===== src/rtl/pakout_if.sv =====
// Bundle of per-channel packet outputs and 4-phase handshake lines for pakout_gen.
// Every flattened bus uses the same slicing: channel k sits at [k*W +: W].
interface pakout_if #(
  parameter int NCH = 2,
  parameter int ASZ = 6,
  parameter int DSZ = 8,
  parameter int RSZ = 4,
  parameter int CSZ = 16
);
  logic [NCH-1:0]     o_req;
  logic [NCH-1:0]     i_ack;
  logic [NCH*ASZ-1:0] o_src;
  logic [NCH*ASZ-1:0] o_dst;
  logic [NCH*DSZ-1:0] o_dat;
  logic [NCH*RSZ-1:0] o_red;
  logic [NCH-1:0]     o_busy;
  logic [NCH-1:0]     o_done;
  logic [NCH*CSZ-1:0] o_sent;

  modport master (
    output o_req, o_src, o_dst, o_dat, o_red, o_busy, o_done, o_sent,
    input  i_ack
  );

  modport slave (
    input  o_req, o_src, o_dst, o_dat, o_red, o_busy, o_done, o_sent,
    output i_ack
  );
endinterface


===== src/rtl/pakout_gen.sv =====
// Multi-channel packet source for NoC debug benches. Each channel loads a
// packet (src/dst/dat/red), offers it on a 4-phase req/ack handshake and
// counts completions. Channels share only the clock, reset and enable.
//
// state | meaning
// IDLE  | no packet held; loads the next one when enabled and not done
// ARM   | packet loaded, waiting for ack low before raising req
// REQ   | req high, waiting for ack
// REL   | req dropped, waiting for ack to return low
module pakout_gen #(
  parameter int NCH      = 2,
  parameter int MIN_ADDR = 1,
  parameter int MAX_ADDR = 3,
  parameter int ASZ      = 6,
  parameter int DSZ      = 8,
  parameter int RSZ      = 4,
  parameter int SRC_BASE = 3,
  parameter int INIT_DAT = 5,
  parameter int NPKT     = 0,
  parameter int CSZ      = 16
) (
  input  logic     i_clk,
  input  logic     i_rst_n,
  input  logic     i_en,
  pakout_if.master bus
);

  typedef enum logic [1:0] {IDLE, ARM, REQ, REL} state_t;

  localparam logic [ASZ-1:0] MIN_A  = ASZ'(MIN_ADDR);
  localparam logic [ASZ-1:0] MAX_A  = ASZ'(MAX_ADDR);
  localparam logic [CSZ-1:0] NPKT_C = CSZ'(NPKT);

  genvar k;
  generate
    for (k = 0; k < NCH; k++) begin : g_ch
      localparam logic [ASZ-1:0] SRC_K = ASZ'(SRC_BASE + k);
      localparam logic [DSZ-1:0] DAT_K = DSZ'(INIT_DAT + k);

      state_t         st_q, st_d;
      logic           req_q, req_d;
      logic           busy_q, busy_d;
      logic           done_q, done_d;
      logic [CSZ-1:0] sent_q, sent_d;
      logic [ASZ-1:0] dst_q, dst_d;
      logic [DSZ-1:0] dat_q, dat_d;
      logic [RSZ-1:0] red_q, red_d;
      logic [ASZ-1:0] nxt_q, nxt_d;
      logic [DSZ-1:0] cnt_q, cnt_d;
      logic           ack;

      assign ack = bus.i_ack[k];

      // Next-state and next-field logic; every register holds by default.
      always_comb begin
        st_d   = st_q;
        req_d  = req_q;
        busy_d = busy_q;
        done_d = done_q;
        sent_d = sent_q;
        dst_d  = dst_q;
        dat_d  = dat_q;
        red_d  = red_q;
        nxt_d  = nxt_q;
        cnt_d  = cnt_q;
        case (st_q)
          IDLE: begin
            if (i_en && !done_q) begin
              dst_d  = nxt_q;
              dat_d  = cnt_q;
              // The three-term sum never exceeds max(ASZ,DSZ)+2 bits, so its
              // low RSZ bits equal the sum of the operands taken mod 2^RSZ.
              red_d  = RSZ'(SRC_K) + RSZ'(nxt_q) + RSZ'(cnt_q);
              cnt_d  = cnt_q + 1'b1;
              nxt_d  = (nxt_q >= MAX_A) ? MIN_A : nxt_q + 1'b1;
              busy_d = 1'b1;
              st_d   = ARM;
            end
          end
          ARM: begin
            if (!ack) begin
              req_d = 1'b1;
              st_d  = REQ;
            end
          end
          REQ: begin
            if (ack) begin
              req_d  = 1'b0;
              sent_d = (&sent_q) ? sent_q : sent_q + 1'b1;
              st_d   = REL;
            end
          end
          REL: begin
            if (!ack) begin
              busy_d = 1'b0;
              st_d   = IDLE;
              if ((NPKT != 0) && (sent_q == NPKT_C)) done_d = 1'b1;
            end
          end
          default: st_d = IDLE;
        endcase
      end

      // Channel state register; reset drops req immediately.
      always_ff @(posedge i_clk or negedge i_rst_n) begin
        if (!i_rst_n) begin
          st_q   <= IDLE;
          req_q  <= 1'b0;
          busy_q <= 1'b0;
          done_q <= 1'b0;
          sent_q <= '0;
          dst_q  <= MIN_A;
          dat_q  <= DAT_K;
          red_q  <= '0;
          nxt_q  <= MIN_A;
          cnt_q  <= DAT_K;
        end else begin
          st_q   <= st_d;
          req_q  <= req_d;
          busy_q <= busy_d;
          done_q <= done_d;
          sent_q <= sent_d;
          dst_q  <= dst_d;
          dat_q  <= dat_d;
          red_q  <= red_d;
          nxt_q  <= nxt_d;
          cnt_q  <= cnt_d;
        end
      end

      assign bus.o_req[k]              = req_q;
      assign bus.o_busy[k]             = busy_q;
      assign bus.o_done[k]             = done_q;
      assign bus.o_src[k*ASZ +: ASZ]   = SRC_K;
      assign bus.o_dst[k*ASZ +: ASZ]   = dst_q;
      assign bus.o_dat[k*DSZ +: DSZ]   = dat_q;
      assign bus.o_red[k*RSZ +: RSZ]   = red_q;
      assign bus.o_sent[k*CSZ +: CSZ]  = sent_q;
    end
  endgenerate

endmodule


===== src/flat_wrapper.sv =====
// flat-port wrapper written by rule: the top's interface ports become plain ports
module pakout_gen_flat 
#(
  parameter int NCH      = 2,
  parameter int MIN_ADDR = 1,
  parameter int MAX_ADDR = 3,
  parameter int ASZ      = 6,
  parameter int DSZ      = 8,
  parameter int RSZ      = 4,
  parameter int SRC_BASE = 3,
  parameter int INIT_DAT = 5,
  parameter int NPKT     = 0,
  parameter int CSZ      = 16
)
  (i_clk, i_rst_n, i_en, bus_o_req, bus_o_src, bus_o_dst, bus_o_dat, bus_o_red, bus_o_busy, bus_o_done, bus_o_sent, bus_i_ack);
  pakout_if #(.NCH(NCH), .ASZ(ASZ), .DSZ(DSZ), .RSZ(RSZ), .CSZ(CSZ)) bus_i ();
  input  logic i_clk;
  input  logic i_rst_n;
  input  logic i_en;
  output wire logic [$bits(bus_i.o_req)-1:0] bus_o_req;
  output wire logic [$bits(bus_i.o_src)-1:0] bus_o_src;
  output wire logic [$bits(bus_i.o_dst)-1:0] bus_o_dst;
  output wire logic [$bits(bus_i.o_dat)-1:0] bus_o_dat;
  output wire logic [$bits(bus_i.o_red)-1:0] bus_o_red;
  output wire logic [$bits(bus_i.o_busy)-1:0] bus_o_busy;
  output wire logic [$bits(bus_i.o_done)-1:0] bus_o_done;
  output wire logic [$bits(bus_i.o_sent)-1:0] bus_o_sent;
  input wire logic [$bits(bus_i.i_ack)-1:0] bus_i_ack;
  assign bus_o_req = bus_i.o_req;
  assign bus_o_src = bus_i.o_src;
  assign bus_o_dst = bus_i.o_dst;
  assign bus_o_dat = bus_i.o_dat;
  assign bus_o_red = bus_i.o_red;
  assign bus_o_busy = bus_i.o_busy;
  assign bus_o_done = bus_i.o_done;
  assign bus_o_sent = bus_i.o_sent;
  assign bus_i.i_ack = bus_i_ack;
  pakout_gen #(.NCH(NCH), .MIN_ADDR(MIN_ADDR), .MAX_ADDR(MAX_ADDR), .ASZ(ASZ), .DSZ(DSZ), .RSZ(RSZ), .SRC_BASE(SRC_BASE), .INIT_DAT(INIT_DAT), .NPKT(NPKT), .CSZ(CSZ)) u_core (.i_clk(i_clk), .i_rst_n(i_rst_n), .i_en(i_en), .bus(bus_i));
endmodule

===== config.mk =====
export PLATFORM = sky130hd
export DESIGN_NAME = pakout_gen_flat
export DESIGN_NICKNAME = d
export VERILOG_FILES = /design/src/rtl/pakout_if.sv /design/src/rtl/pakout_gen.sv /design/src/flat_wrapper.sv
export SDC_FILE = /design/constraint.sdc
export NUM_CORES = 1
export LEC_CHECK = 0
export BUFFER_PORTS_ARGS = -buffer_cell sky130_fd_sc_hd__clkbuf_2
export CAP_MARGIN = 5
export CORE_MARGIN = 1.5
export CORE_UTILIZATION = 45
export CTS_BUF_LIST = sky130_fd_sc_hd__clkbuf_8
export CTS_CLUSTER_DIAMETER = 80
export CTS_CLUSTER_SIZE = 16
export DETAILED_ROUTE_END_ITERATION = 6
export GPL_TIMING_DRIVEN = 0
export HOLD_SLACK_MARGIN = 0.02
export PLACE_DENSITY = 0.69
export SLEW_MARGIN = 30
export SYNTH_ARGS = -nofsm -noshare
export SYNTH_HDL_FRONTEND = slang
export SYNTH_SLANG_ARGS = --single-unit

===== constraint.sdc =====
create_clock -name i_clk -period 2 [get_ports i_clk]
set_clock_uncertainty 0.2 [all_clocks]
set_input_delay 0.1 -clock i_clk [delete_from_list [all_inputs] [get_ports i_clk]]
set_output_delay 0.1 -clock i_clk [all_outputs]
set_load 0.02 [all_outputs]

**Yosys cells after proc, flatten, opt, wreduce, memory -nomap -nowiden**

Index checks and enable logic that the tools add are counted.

- Register bits after elaboration: 104
- Input port bits: 5
- Word-level logic and storage cells: 86

- $add $sub $neg: 10
- $lt $le $gt $ge: 2
- Eq/ne operators: 14
- Muxes and demuxes: 22
- Bitwise gates (word level): 2
- Reduce and logical (&&, ||, !) cells: 18

Operator list:

| operator | number |
|---|---|
| adder 16 x 1 -> 16 bit, second input constant | 2 |
| AND reduction 16 bit | 2 |
| AND reduction 3 bit | 6 |
| adder 8 x 1 -> 8 bit, second input constant | 2 |
| one-hot mux 2 bit (4 select lines) | 2 |
| 2-to-1 mux 2 bit | 7 |
| adder 6 x 1 -> 6 bit, second input constant | 2 |
| >= comparator 6 x 2 -> 1 bit, second input constant | 2 |
| 2-to-1 mux 6 bit | 2 |
| != test 2 bit, second input constant | 6 |
| adder 4 bit | 2 |
| equality test 2 bit, second input constant | 4 |
| one-hot mux 1 bit (2 select lines) | 4 |
| AND reduction 4 bit | 2 |
| nonzero test 2 bit | 4 |
| 2-to-1 mux 1 bit | 7 |
| adder 2 x 4 -> 4 bit, first input constant | 1 |
| adder 3 x 4 -> 4 bit, first input constant | 1 |
| equality test 2 x 1 -> 1 bit, second input constant | 2 |
| zero test 2 bit | 2 |
| != test 2 x 1 -> 1 bit, second input constant | 2 |
| AND reduction 2 bit | 2 |
| inverter 1 bit | 2 |

**Longest topological paths before layout**

Gate-level depths: netlist of the first run.

- Depth in word-level cells: 3
- Mapped depth: 8
- Mapped depth without buffers: 8

**Worst setup path after synthesis of the first run**

No wires, ideal clock.

- Path kind: reg-to-reg
- Start point: reg u_core.g_ch[1].sent_q[0]
- End point: reg u_core.g_ch[1].sent_q[1]
- Arrival: 1.712 ns
- Path slack: -0.036 ns
- Cell stages (with the launch flop): 5
- Path buffers: 0
- Period minus slack after synthesis: 2.036 ns
- Cells stage by stage: dfrtp_1 > ha_1 > nand3_1 > o41ai_4 > mux2_2

- Longest elaborated chain between the ends: 3
- Elaborated cells on any way between the ends: 4

Ends and longest elaborated chain:

| item | RTL line | text |
|---|---|---|
| start, declared | pakout_gen.sv:44 | `logic [CSZ-1:0] sent_q, sent_d;` |
| start signal, assigned | pakout_gen.sv:122 | `sent_q <= sent_d;` |
| parallel branches: the longest is 3 deep, another holds adder 16 x 1 -> 16 bit | -- |  |

Several ways; the timed one is not identified.
A chain may end at the register's enable or synchronous reset.

**Worst setup path after layout of the first run**

- Start point: reg u_core.g_ch[1].cnt_q[1]
- End point: reg u_core.g_ch[1].red_q[3]

- Longest elaborated chain between the ends: 1

Ends and longest elaborated chain:

| item | RTL line | text |
|---|---|---|
| start, declared | pakout_gen.sv:49 | `logic [DSZ-1:0] cnt_q, cnt_d;` |
| start signal, assigned | pakout_gen.sv:127 | `cnt_q <= cnt_d;` |
| adder 4 bit | pakout_gen.sv:73 | `red_d = RSZ'(SRC_K) + RSZ'(nxt_q) + RSZ'(cnt_q);` |
| end signal, assigned | pakout_gen.sv:125 | `red_q <= red_d;` |
| end, declared | pakout_gen.sv:47 | `logic [RSZ-1:0] red_q, red_d;` |

Every way passes these cells.

==> results of run 1 <==
[metrics by stage]
stage / hold WS [ns] / setup TNS (ns) / instance area (sq um)
global placement: 0.2115 / -71.80 / 5554
finish: 0.04181 / 0 / 6227
floorplan: -0.3956 / -0.01614 / 5004
detailed placement: -0.1152 / -1.920 / 5590
CTS: 0.04374 / -0.1560 / 6013
global route: 0.07006 / -0.2955 / 6227
[flip-flops by register name (all words and copies together) (netlist names)]
name	cells
u_core.g_ch.cnt_q	16
u_core.g_ch.dat_q	16
u_core.g_ch.sent_q	32
u_core.g_ch.req_q	2
u_core.g_ch.nxt_q	12
u_core.g_ch.dst_q	12
u_core.g_ch.red_q	8
u_core.g_ch.busy_q	2
u_core.g_ch.st_q	4
[placed cells by master (no fill, tap or decap), types with 3 or more instances in the layout]
| cell | count |
|---|---|
| sky130_fd_sc_hd__nand4_1 | 17 |
| sky130_fd_sc_hd__nand3_1 | 9 |
| sky130_fd_sc_hd__dfstp_2 | 12 |
| sky130_fd_sc_hd__mux2_2 | 4 |
| sky130_fd_sc_hd__nor4_4 | 4 |
| sky130_fd_sc_hd__nor4_2 | 4 |
| sky130_fd_sc_hd__clkbuf_1 | 5 |
| sky130_fd_sc_hd__nor3_2 | 4 |
| sky130_fd_sc_hd__dfrtp_1 | 90 |
| sky130_fd_sc_hd__nand2_1 | 119 |
| sky130_fd_sc_hd__xnor2_1 | 15 |
| sky130_fd_sc_hd__a21oi_1 | 6 |
| sky130_fd_sc_hd__xor2_1 | 32 |
| sky130_fd_sc_hd__dlygate4sd3_1 | 4 |
| sky130_fd_sc_hd__nor3_1 | 11 |
| sky130_fd_sc_hd__o21ai_1 | 3 |
| sky130_fd_sc_hd__o21ai_0 | 19 |
| sky130_fd_sc_hd__buf_4 | 44 |
| sky130_fd_sc_hd__nor3b_1 | 3 |
| sky130_fd_sc_hd__inv_2 | 8 |
| sky130_fd_sc_hd__and2_1 | 7 |
| sky130_fd_sc_hd__clkbuf_2 | 79 |
| sky130_fd_sc_hd__ha_4 | 7 |
| sky130_fd_sc_hd__nor2_1 | 16 |
| sky130_fd_sc_hd__ha_1 | 14 |
| sky130_fd_sc_hd__clkbuf_8 | 10 |
| sky130_fd_sc_hd__inv_1 | 13 |
| sky130_fd_sc_hd__conb_1 | 14 |
| sky130_fd_sc_hd__ha_2 | 3 |
| sky130_fd_sc_hd__and3_1 | 5 |
[cell type report]
cell class	instances	area, sq um	area share
Multi-Input combinational cell	347	2333	0.3747
Timing Repair Buffer	106	646.9	0.1039
Clock buffer	9	123.9	0.01989
Clock inverter	7	65.06	0.01045
Tap cell	140	175.2	0.02813
Buffer	30	191.4	0.03074
Inverter	19	71.32	0.01145
Sequential cell	104	2620	0.4207
[power by group]
group / internal, uW / switching [uW] / total, uW / leakage (uW)
logic: 1400 / 1750 / 3150 / 0.00178
registers: 2680 / 434 / 3120 / 0.00134
clock network: 571 / 694 / 1270 / 0.000106
total: 4650 / 2880 / 7540 / 0.00322
[layer usage]
layer	vias to the layer above	track usage	part of all wire
met2	66	0.3025	0.50
met5	-	0	0
li1	1850	-	-
met4	0	0.05545	0.011
met3	9	0.03858	0.037
met1	1837	0.2425	0.45
[critical path, delay by kind of cell, from the launching register on]
kind                       cells  cell delay [ns]
DFF                            1             0.58
adders and majority gates      3             0.70
xor gates and xnor gates       2             0.31
AOI/OAI and AO/OA              1             0.07
[cells by family (layout without fill, tap and decap cells)]
logic type,Yosys count,in the layout
XOR/XNOR,48,48
AND/OR/NAND/NOR,219,219
adder cells (fa/ha/maj),26,26
flip-flops,104,104
AO/OA/AOI/OAI,35,35
multiplexers,5,5
buffers and inverters,51,171
other,2,14
[worst min-delay path by stage]
stage	cells after the start	to	startpoint	slack, ns
2_1_floorplan	0	u_core.g_ch[0].busy_q	i_rst_n	-0.40
3_3_place_gp	3	u_core.g_ch[1].busy_q	bus_i_ack[1]	0.21
3_5_place_dp	1	u_core.g_ch[1].dat_q[6]	i_rst_n	-0.12
4_1_cts	2	u_core.g_ch[1].dat_q[6]	i_rst_n	0.04
5_1_grt	2	u_core.g_ch[1].red_q[1]	i_rst_n	0.07
6_report	2	u_core.g_ch[1].dat_q[6]	i_rst_n	0.04
[repair_timing]
action / CTS / global route
pin swaps: 13 / 11
setup buffers: 10 / 16
hold endpoints to repair: 99 / 0
hold buffers: 4 / 0
endpoints found under the setup margin: 28 / 62
gates resized for setup: 28 / 30
==> flow_metrics.env, run 1 <==
export IMPL_holdCritPathClass="primary input to async pin"
export IMPL_fp_dieW_um=107.9
export IMPL_synth_cells=490
export IMPL_timing_setup_critical_path_class="flop to flop"
export IMPL_initial_utilization=0.4591
export IMPL_numPortBuffers=75
export IMPL_i_o_pin_count=91
export IMPL_detail_route_drc_violations=0
export IMPL_grt_pass1_wl_um=16910
export IMPL_ctsHtreeMaxLevel=3
export IMPL_synthesis_stage_register_bit_count=104
export IMPL_chipHeight_um=107.9
export IMPL_adder_cell_fraction_of_synth_area=0.06869
export IMPL_run_status="finished, final reports clean"
export IMPL_period_needed_ns=1.963
export IMPL_worstReg2RegEnd="u_core.g_ch[1].red_q[3]"
export IMPL_synth_most_common_cell="sky130_fd_sc_hd__nand2_1"
export IMPL_critical_path_endpoint_type="flop"
export IMPL_total_power_uw=7535
export IMPL_ys_top_cells_by_area="sky130_fd_sc_hd__dfrtp_1 (46%), sky130_fd_sc_hd__nand2_1 (9.1%), sky130_fd_sc_hd__dfstp_2 (6.4%)"
export IMPL_dr_total_vias=3762
export IMPL_finalNetCount=648
export IMPL_gr_total_overflow=0
export IMPL_path_clk_slew_ns=0.10
export IMPL_cts_sink_count=104
export IMPL_power_per_cell_area_mw_per_mm2=1210
export IMPL_synth_largest_area_cell="sky130_fd_sc_hd__dfrtp_1"
export IMPL_compound_gate_fraction_of_synth_area=0.04318
export IMPL_tritoncts_num_buffers=9
export IMPL_worst_r2r_setup_slack_ns=0.04
export IMPL_detail_route_wirelength_um=10090
export IMPL_power_ir_vdd_worst_mv=0.6752
export IMPL_layoutNonFillerInstCount=762
export IMPL_placementRows=38
export IMPL_period_share=0.9814
export IMPL_maxClockFrequency_mhz=509.5
export IMPL_rsz0062_at_grt="true"
export IMPL_synth_async_sr_flop_share=1.000
export IMPL_synth_simple_gate_area_share=0.2093
export IMPL_detail_route_antenna_nets=0
export IMPL_max_cap_violations=0
export IMPL_synthXorXnorAreaFrac=0.08485
export IMPL_tightestPinTransition_ns=0.5139
export IMPL_yosys_top_cells_count="sky130_fd_sc_hd__nand2_1 (120), sky130_fd_sc_hd__dfrtp_1 (92), sky130_fd_sc_hd__xor2_1 (32)"
export IMPL_r2r_worst_path_cells=6
export IMPL_grt_start_max_net_pins=55
export IMPL_critPathMaxFanout=2
export IMPL_yosys_mux_area_fraction=0.01111
export IMPL_finalCoreUtilization=0.5770
export IMPL_regToRegStartpoint="u_core.g_ch[1].cnt_q[1]"
export IMPL_synth_seq_area_share=0.5283
export IMPL_dominantRegCellSynth="sky130_fd_sc_hd__dfrtp_1"
export IMPL_globalplace_congestion=0.8301
export IMPL_setup_violations_final=0
export IMPL_timing_final_max_slew_violations=0
export IMPL_fillers=959
export IMPL_clockBufferDepth=2
export IMPL_worst_skew_pair_late_latency_ns=0.35
export IMPL_worst_setup_path_startpoint="u_core.g_ch[1].cnt_q[1]"
export IMPL_setup_slack_after_placement_ns=-0.1920
export IMPL_power_leakage_uw=0.003225
export IMPL_synth_top_family_by_area="simple AND/OR/NAND/NOR gates"
export IMPL_cts_tree="built"
export IMPL_routed_wire_length_per_instance_um=13.25
export IMPL_cts_root_buffer="sky130_fd_sc_hd__clkbuf_8"
export IMPL_maxSlewHeadroom=0.6555
export IMPL_critPathMostFrequentCell="sky130_fd_sc_hd__ha_4"
export IMPL_num_antenna_cells=0
export IMPL_synth_top_area_share=0.4646
export IMPL_cp_start_kind="flop"
export IMPL_slowest_delay_ns=0.58
export IMPL_worstPathRequired_ns=2.04
export IMPL_postSynthAreaPerCell_sq_um=10.11
export IMPL_syn2layout_area_growth_pct=25.68
export IMPL_drive_above_1_share=0.3280
export IMPL_vias_per_cell=4.937
export IMPL_report_final_hold_viol_count=0
export IMPL_antenna_found_initial=0
export IMPL_crit_path_cell_trace="ha_4, ha_4, fa_2, xor2_1, xnor2_1, o21ai_1"
export IMPL_slowest_stage="sky130_fd_sc_hd__dfstp_2"
export IMPL_yosysWarnings=0
export IMPL_vias_in_the_first_global_route=3679
export IMPL_worst_setup_path_endpoint="u_core.g_ch[1].red_q[3]"
export IMPL_dieArea_sq_mm=0.01165
export IMPL_detail_route_iter0_violations=110
export IMPL_number_of_enable_flip_flop_cells_after_synthesis=0
export IMPL_place_hpwl_um=6903
export IMPL_core_area_sq_mm=0.01079
export IMPL_post_synth_num_cell_types=44
export IMPL_drt_pass1_iterations=4
export IMPL_worst_endpoint_arrival_ns=2.00
export IMPL_grt_total_usage=0.1828
export IMPL_dp_cells=718
export IMPL_synthesis_area_sq_mm=0.004955
export IMPL_postLayoutSetupSlackWorst_ns=0.03723
(Power assumes the default switching activity.)
==> inputs of run 2 (changes only) <==
- CORE_ASPECT_RATIO: not set -> 1.2
- CORE_MARGIN: 1.5 -> not set
- REMOVE_ABC_BUFFERS: not set -> 1
==> run 2 against run 1 <==
  * The flow now finishes with violations (DRC)
  * Register-to-register slack worse by 0.02 ns
  * Flip-flop and latch count stayed put
  * First-iteration DRC count is 8.2% higher
  * Power is 4.2% lower
==> flow_metrics.env, run 2 (synthesized netlist as in run 1, its figures left out) <==
export IMPL_worstReg2RegEnd="u_core.g_ch[1].red_q[3]"
export IMPL_routed_wire_length_per_instance_um=13.97
export IMPL_globalplace_congestion=0.7955
export IMPL_worst_setup_path_startpoint="u_core.g_ch[1].cnt_q[2]"
export IMPL_detail_route_drc_violations=12
export IMPL_max_flop_register="u_core.g_ch.sent_q"
export IMPL_clockBufferDepth=2
export IMPL_path_clk_slew_ns=0.10
export IMPL_violations="DRC"
export IMPL_detail_route_iter0_violations=119
export IMPL_most_common_layout_cells="sky130_fd_sc_hd__nand2_1 (117), sky130_fd_sc_hd__dfrtp_1 (91), sky130_fd_sc_hd__clkbuf_2 (75)"
export IMPL_grt_start_max_net_pins=55
export IMPL_reg_largest_list="u_core.g_ch.sent_q: 32 flops, u_core.g_ch.cnt_q: 16 flops, u_core.g_ch.dat_q: 16 flops"
export IMPL_syn2layout_area_growth_pct=20.43
export IMPL_r2r_worst_path_cells=7
export IMPL_tritoncts_num_buffers=9
export IMPL_vias_in_the_first_global_route=3405
export IMPL_chipHeight_um=116.9
export IMPL_power_per_cell_area_mw_per_mm2=1209
export IMPL_max_cap_violations=0
export IMPL_dr_total_vias=3696
export IMPL_cts_root_buffer="sky130_fd_sc_hd__clkbuf_8"
export IMPL_drt_pass1_iterations=7
export IMPL_final_common_cell="sky130_fd_sc_hd__nand2_1"
export IMPL_numPortBuffers=76
export IMPL_period_needed_ns=1.988
export IMPL_dp_cells=676
export IMPL_run_status="finished, violations left"
export IMPL_largest_register_ffs=32
export IMPL_regToRegStartpoint="u_core.g_ch[1].cnt_q[2]"
export IMPL_worst_endpoint_arrival_ns=2.03
export IMPL_grt_pass1_wl_um=15660
export IMPL_hold_worst_slack_ns=0.03396
export IMPL_finalNetCount=612
export IMPL_maxClockFrequency_mhz=503.1
export IMPL_timing_final_max_slew_violations=0
export IMPL_vias_per_cell=5.169
export IMPL_detail_route_antenna_nets=0
export IMPL_worst_skew_pair_late_latency_ns=0.37
export IMPL_cts_tree="built"
export IMPL_report_final_hold_viol_count=0
export IMPL_antenna_found_initial=0
export IMPL_drive_above_1_share=0.3038
export IMPL_placementRows=41
export IMPL_critPathMaxFanout=2
export IMPL_rsz0062_at_grt="true"
export IMPL_dieArea_sq_mm=0.01144
export IMPL_critical_path_endpoint_type="flop"
export IMPL_cp_start_kind="flop"
export IMPL_power_leakage_uw=0.003074
export IMPL_worst_r2r_setup_slack_ns=0.01
export IMPL_fillers=946
export IMPL_layoutNonFillerInstCount=715
export IMPL_cts_sink_count=104
export IMPL_holdCritPathClass="primary input to async pin"
export IMPL_setup_violations_final=0
export IMPL_gr_total_overflow=0
export IMPL_fp_dieW_um=97.79
export IMPL_num_antenna_cells=0
export IMPL_period_share=0.9938
export IMPL_grt_total_usage=0.1704
export IMPL_i_o_pin_count=91
export IMPL_power_ir_vdd_worst_mv=0.7944
export IMPL_ctsHtreeMaxLevel=3
export IMPL_place_hpwl_um=6299
export IMPL_core_area_sq_mm=0.01062
export IMPL_timing_setup_critical_path_class="flop to flop"
export IMPL_worstPathRequired_ns=2.04
export IMPL_detail_route_wirelength_um=9990
export IMPL_initial_utilization=0.4666
[run 2: cell type report]
class	count	area (sq um)	share of cell area
timing repair buffer	98	584.3	0.09792
clock buffer	10	137.6	0.02307
clock inverter	6	37.54	0.006291
inverter	19	71.32	0.01195
tap	129	161.4	0.02705
sequential	104	2619	0.4389
multi-input combinational	349	2356	0.3948
[run 2: worst max path at each step]
| stage | end | slack, ns | cells after the start |
|---|---|---|---|
| after floorplan | u_core.g_ch[1].cnt_q[5] | -0.12 | 6 |
| after global placement | u_core.g_ch[0].dst_q[4] | -0.75 | 1 |
| after detailed placement | u_core.g_ch[1].cnt_q[7] | -0.29 | 6 |
| final | u_core.g_ch[1].red_q[3] | 0.01 | 7 |
| after CTS | u_core.g_ch[1].red_q[3] | 0.003 | 6 |
| after global routing | u_core.g_ch[0].red_q[3] | -0.09 | 8 |
[run 2: repair_timing]
item | CTS | global route
setup endpoints to repair | 32 | 48
gates cloned | 0 | 2
pin swaps | 5 | 9
setup buffers | 8 | 9
endpoints found under the hold margin | 103 | 0
hold buffers | 4 | 0
resized for setup | 29 | 25
[run 2: routing by layer]
layer	routed length, um	global-route usage
met4	126	0.05859
met5	0	0
met1	4395	0.2121
met3	380	0.03741
met2	5088	0.2965
[run 2: worst max-delay path: stages (launching register included)]
cell and delay (ns):
sky130_fd_sc_hd__dfstp_2 0.54, sky130_fd_sc_hd__inv_1 0.05, sky130_fd_sc_hd__ha_1 0.29, sky130_fd_sc_hd__inv_2 0.04
sky130_fd_sc_hd__fa_2 0.38, sky130_fd_sc_hd__xor2_1 0.17, sky130_fd_sc_hd__xnor2_1 0.14, sky130_fd_sc_hd__o21ai_1 0.07
[run 2: stage by stage]
| step | TNS (ns) | util | total power (uW) | instance area (sq um) | setup slack, ns |
|---|---|---|---|---|---|
| after floorplan | -0.4971 | - | 4812 | 4808 | -0.1150 |
| after global placement | -76.33 | 0.5038 | 5464 | 5350 | -0.7505 |
| after detailed placement | -4.336 | 0.5072 | 5566 | 5386 | -0.2948 |
| after CTS | 0 | 0.5427 | 7025 | 5763 | 0.002967 |
| after global routing | -0.3188 | 0.5619 | 7723 | 5967 | -0.09013 |
| final | 0 | 0.5619 | 7217 | 5967 | 0.01239 |
[run 2: power by group]
group | internal [uW] | leakage (uW) | switching [uW]
combinational | 1210 | 0.00164 | 1630
sequential | 2680 | 0.00134 | 495
clock | 482 | 0.0000948 | 725
total | 4370 | 0.00307 | 2850
